## src/rtl/pwm_audio_out.sv

```systemverilog
`default_nettype none
// ============================================================================
//  Module   : pwm_audio_out
//  Purpose  : Converts the sound generator's N-bit sample into a single-bit
//             PWM stream, with a per-period gain envelope for click-free
//             fade-in/fade-out and a coarse power-of-two volume attenuation.
//  Revision : 1.0  initial release
// ============================================================================
module pwm_audio_out #(
   parameter int N = 7
) (
   input  logic         clk,
   input  logic         nRst,
   input  logic [N-1:0] sample_i,
   input  logic         enable_i,
   input  logic [1:0]   volume_i,
   output logic         pwm_o,
   output logic         period_start_o,
   output logic         active_o
);

   typedef enum logic [1:0] {
      IDLE      = 2'd0,
      RAMP_UP   = 2'd1,
      PLAY      = 2'd2,
      RAMP_DOWN = 2'd3
   } state_t;

   localparam logic [N-1:0] c_cnt_max   = {N{1'b1}};
   localparam logic [3:0]   c_gain_full = 4'd8;
   localparam logic [3:0]   c_gain_top  = 4'd7;   // last gain before full
   localparam logic [3:0]   c_gain_one  = 4'd1;   // last gain before silence

   state_t       r_state;
   state_t       w_state_next;
   logic [N-1:0] r_cnt;
   logic [N-1:0] r_duty;
   logic [N-1:0] w_duty_next;
   logic [3:0]   r_gain;
   logic [3:0]   w_gain_next;
   logic         r_period_start;
   logic         w_boundary;
   logic [N+3:0] w_product;

   // The last count of a period is the only point where envelope and duty move.
   assign w_boundary = (r_cnt == c_cnt_max);

   // Free-running period counter; wraps naturally at 2^N.
   always_ff @(posedge clk or negedge nRst) begin
      if (!nRst) begin
         r_cnt <= '0;
      end else begin
         r_cnt <= r_cnt + {{(N-1){1'b0}}, 1'b1};
      end
   end

   // Envelope next-state and next-gain; gain saturates at 0 and 8 by construction.
   always_comb begin
      w_state_next = r_state;
      w_gain_next  = r_gain;
      case (r_state)
         IDLE: begin
            if (enable_i) begin
               w_state_next = RAMP_UP;
               w_gain_next  = c_gain_one;
            end else begin
               w_gain_next  = 4'd0;
            end
         end
         RAMP_UP: begin
            if (!enable_i) begin
               w_gain_next  = r_gain - 4'd1;
               w_state_next = (r_gain == c_gain_one) ? IDLE : RAMP_DOWN;
            end else begin
               w_gain_next  = r_gain + 4'd1;
               w_state_next = (r_gain == c_gain_top) ? PLAY : RAMP_UP;
            end
         end
         PLAY: begin
            if (!enable_i) begin
               w_state_next = RAMP_DOWN;
               w_gain_next  = c_gain_top;
            end else begin
               w_gain_next  = c_gain_full;
            end
         end
         RAMP_DOWN: begin
            if (enable_i) begin
               w_gain_next  = r_gain + 4'd1;
               w_state_next = (r_gain == c_gain_top) ? PLAY : RAMP_UP;
            end else begin
               w_gain_next  = r_gain - 4'd1;
               w_state_next = (r_gain == c_gain_one) ? IDLE : RAMP_DOWN;
            end
         end
         default: begin
            w_state_next = IDLE;
            w_gain_next  = 4'd0;
         end
      endcase
   end

   // Gain of 8 is unity after the /8, so the scaled duty never exceeds 2^N-1.
   assign w_product   = {4'b0000, sample_i} * {{N{1'b0}}, w_gain_next};
   assign w_duty_next = N'(w_product >> (3'd3 + {1'b0, volume_i}));

   // Envelope state, gain and duty are latched only at the period boundary.
   always_ff @(posedge clk or negedge nRst) begin
      if (!nRst) begin
         r_state <= IDLE;
         r_gain  <= '0;
         r_duty  <= '0;
      end else if (w_boundary) begin
         r_state <= w_state_next;
         r_gain  <= w_gain_next;
         r_duty  <= w_duty_next;
      end
   end

   // Registered boundary flag: high exactly while the counter sits at zero.
   always_ff @(posedge clk or negedge nRst) begin
      if (!nRst) begin
         r_period_start <= 1'b0;
      end else begin
         r_period_start <= w_boundary;
      end
   end

   assign pwm_o          = (r_cnt < r_duty);
   assign period_start_o = r_period_start;
   assign active_o       = (r_state != IDLE);

endmodule
`default_nettype wire

```

## config.mk

```make
export PLATFORM = sky130hd
export DESIGN_NAME = pwm_audio_out
export DESIGN_NICKNAME = d
export VERILOG_FILES = /design/src/rtl/pwm_audio_out.sv
export SDC_FILE = /design/constraint.sdc
export NUM_CORES = 1
export LEC_CHECK = 0
export ABC_AREA = 1
export CORE_UTILIZATION = 60
export DETAILED_ROUTE_END_ITERATION = 6
export GPL_TIMING_DRIVEN = 0
export PLACE_DENSITY = 0.81
export SLEW_MARGIN = 20
export SYNTH_ARGS = -nofsm -noshare
export SYNTH_HDL_FRONTEND = slang
export SYNTH_SLANG_ARGS = --single-unit
```

## constraint.sdc

```tcl
create_clock -name clk -period 5.3 [get_ports clk]
set_input_delay 1.06 -clock clk [delete_from_list [all_inputs] [get_ports clk]]
set_output_delay 1.06 -clock clk [all_outputs]
set_load 0.01 [all_outputs]
```

==> results.json <==
{
  "hold_class": "register to register",
  "vias_per_cell": 5.058,
  "dr.pass1.iters": 4,
  "p_leak_uw": 0.001368,
  "stdcell_count": 359,
  "power_density_mw_per_mm2": 147.1,
  "ys_ff_latch": 21,
  "drive_gt1_share_pct": 7.987,
  "wl_per_cell_microns": 10.81,
  "path_class": "input pin to register",
  "syn-instance-count": 295,
  "crit_start": "enable_i",
  "synthDistinctLibCells": 33,
  "grt_pass1_wl_microns": 7514,
  "place_inst": 355,
  "io_pins": 15,
  "worstSetupStartpointType": "input pin",
  "place.gp.congestion": 0.8240,
  "cp-end-kind": "register",
  "die_x_microns": 62.26,
  "synth_edf_count": 0,
  "drv_slew": 0,
  "post_cts_buffers": 0,
  "place_hpwl_microns": 3355,
  "r2r_start": "r_gain[2]$_DFFE_PN0P_",
  "rsz0062_at_grt": "false",
  "finalSetupViolCount": 0,
  "finalWirelength_microns": 3882,
  "cts-buffers-inserted": 3,
  "synthToLayoutAreaGrowth_pct": 10.28,
  "final_util_pct": 70.33,
  "period_share_pct": 94.72,
  "worst_pin_slew_ns": 0.8567,
  "clk_pin_slew_ns": 0.10,
  "nets": 359,
  "clock_path_buffers": 2,
  "initial_core_util_pct": 63.77,
  "first_global_vias": 1823,
  "die_h_microns": 62.26,
  "clk_latency_ns": 0.30,
  "synth.avg_cell_area_sq_um": 7.384,
  "place.port_buffers": 14,
  "maxCapViolCount": 0,
  "hold_viol_final": 0,
  "critPathRequiredTime_ns": 5.50,
  "grt_antenna_before_repair": 0,
  "worst_ep_arrival_time_ns": 5.22,
  "h-tree-depth": 1,
  "async_reset_ff_share_pct": 100.0,
  "worst_hold_slack_ns": 0.5005,
  "synth.net_count": 340,
  "synth_area_sq_mm": 0.002178,
  "ant_nets": 0,
  "coreArea_sq_mm": 0.003416,
  "grt_max_degree": 22,
  "ys_warn_count": 0,
  "antennaDiodeCount": 0,
  "synth_flop_cell": "dfrtp_1",
  "drc": 0,
  "fp-row-count": 21,
  "cts_tree": "done",
  "final_common_cell": "nand2_1",
  "finClkSkew_ns": 0.002897,
  "fin_ws_ns": 0.2798,
  "ir_drop_mv": 0.07607,
  "numClockSinks": 21,
  "max_slew_margin_pct": 42.71,
  "critPathMaxFanout": 9,
  "cts_root_buf": "clkbuf_4",
  "period_needed_ns": 5.020,
  "yosysSeqAreaShare_pct": 24.12,
  "p_total_uw": 353.4,
  "track_usage_pct": 23.52,
  "dr.first_iter.drc_count": 113,
  "worstHoldStart": "r_duty[6]$_DFFE_PN0P_",
  "outcome": "completed",
  "grt-ovfl-total": 0,
  "timing.fmax_mhz": 199.2,
  "die_area_sq_mm": 0.003876,
  "post-place-ws_ns": -0.1693,
  "vias": 1816,
  "layout_common_cells": "nand2_1 (72), inv_1 (55), nand3_1 (28)"
}
## metrics by stage
stage | setup TNS (ns) | instance area, sq um
after floorplan | 0 | 2178
after CTS | 0 | 2402
after global routing | 0 | 2402
final | 0 | 2402
after global placement | -0.3056 | 2376
after detailed placement | -0.6886 | 2376
## timing repair
action,in CTS,in global routing
setup endpoints to repair,0,6
resized for setup,0,2
hold buffers,0,0
## flip-flops by register name, indices dropped and copies added (netlist names), named ones only
name            count
r_cnt               7
r_duty              7
r_gain              4
period_start_o      1
r_state             1
## power by group
part	total, uW	internal [uW]	switching (uW)	leakage [uW]
clock network	73.2	29.3	43.9	0.0000150
logic	120	46.0	73.5	0.00114
registers	161	161	0.187	0.000215
total	353	236	118	0.00137
## layout make-up
class | instances | area, sq um
multi-input combinational | 212 | 1406
fill | 310 | 1013
sequential | 21 | 525.5
inverter | 59 | 221.5
timing repair buffer | 14 | 140.1
tap | 46 | 57.56
clock buffer | 4 | 26.28
buffer | 3 | 25.02
## synthesized netlist by cell type, drive strengths merged (2+ instances only)
master / n / area share [%]
xnor2: 2 / 0.80
fa: 10 / 9.2
inv: 59 / 10
o21ai: 11 / 2.5
a21o: 2 / 0.75
or2: 3 / 0.86
ha: 23 / 13
xor2: 6 / 2.4
nand4: 2 / 0.57
dfrtp: 21 / 24
a31oi: 4 / 1.1
nand3: 33 / 8.7
a21oi: 9 / 2.6
clkbuf: 2 / 0.80
nand2: 74 / 13
nor2: 27 / 6.6
## metal layers
metal	GRT usage, %	part of all wire, %	vias up
met1	29.51	46	824
met4	4.360	0.36	0
li1	-	-	971
met3	1.838	2.1	2
met2	44.09	52	19
met5	0	0	-
## logic make-up after synthesis
group,synth area share (%)
buffers and inverters,11.32
XOR/XNOR,3.217
AO/OA/AOI/OAI,8.731
adder cells (fa/ha/maj),22.40
AND/OR/NAND/NOR,30.21
flip-flops,24.12
## worst paths after layout
path                                         endpoint  slack, ns  depth (start not counted)
max in group asynchronous       r_gain[2]$_DFFE_PN0P_       3.53                          1
worst min-delay path            r_duty[6]$_DFFE_PN0P_       0.50                          2
min in group asynchronous          r_cnt[2]$_DFF_PN0_       1.24                          1
worst max-delay path            r_duty[1]$_DFFE_PN0P_       0.28                         19
worst min register to register  r_duty[6]$_DFFE_PN0P_       0.50                          2
worst max register to register  r_duty[1]$_DFFE_PN0P_       1.06                         19
## worst max-delay path: stages
cell and delay, ns:
clkdlybuf4s50_1 0.55, inv_2 0.12, o31ai_1 0.32, or2_2 0.17
nand3_1 0.06, nand2_1 0.17, nand2_1 0.11, fa_1 0.53
inv_1 0.05, fa_1 0.56, inv_1 0.06, fa_1 0.46
o21ai_1 0.29, xor2_1 0.14, or2_2 0.30, nand3_1 0.10
nand2_1 0.06, nand2_1 0.05, nand2_1 0.04
No activity file was read; power rests on OpenSTA's default activity.
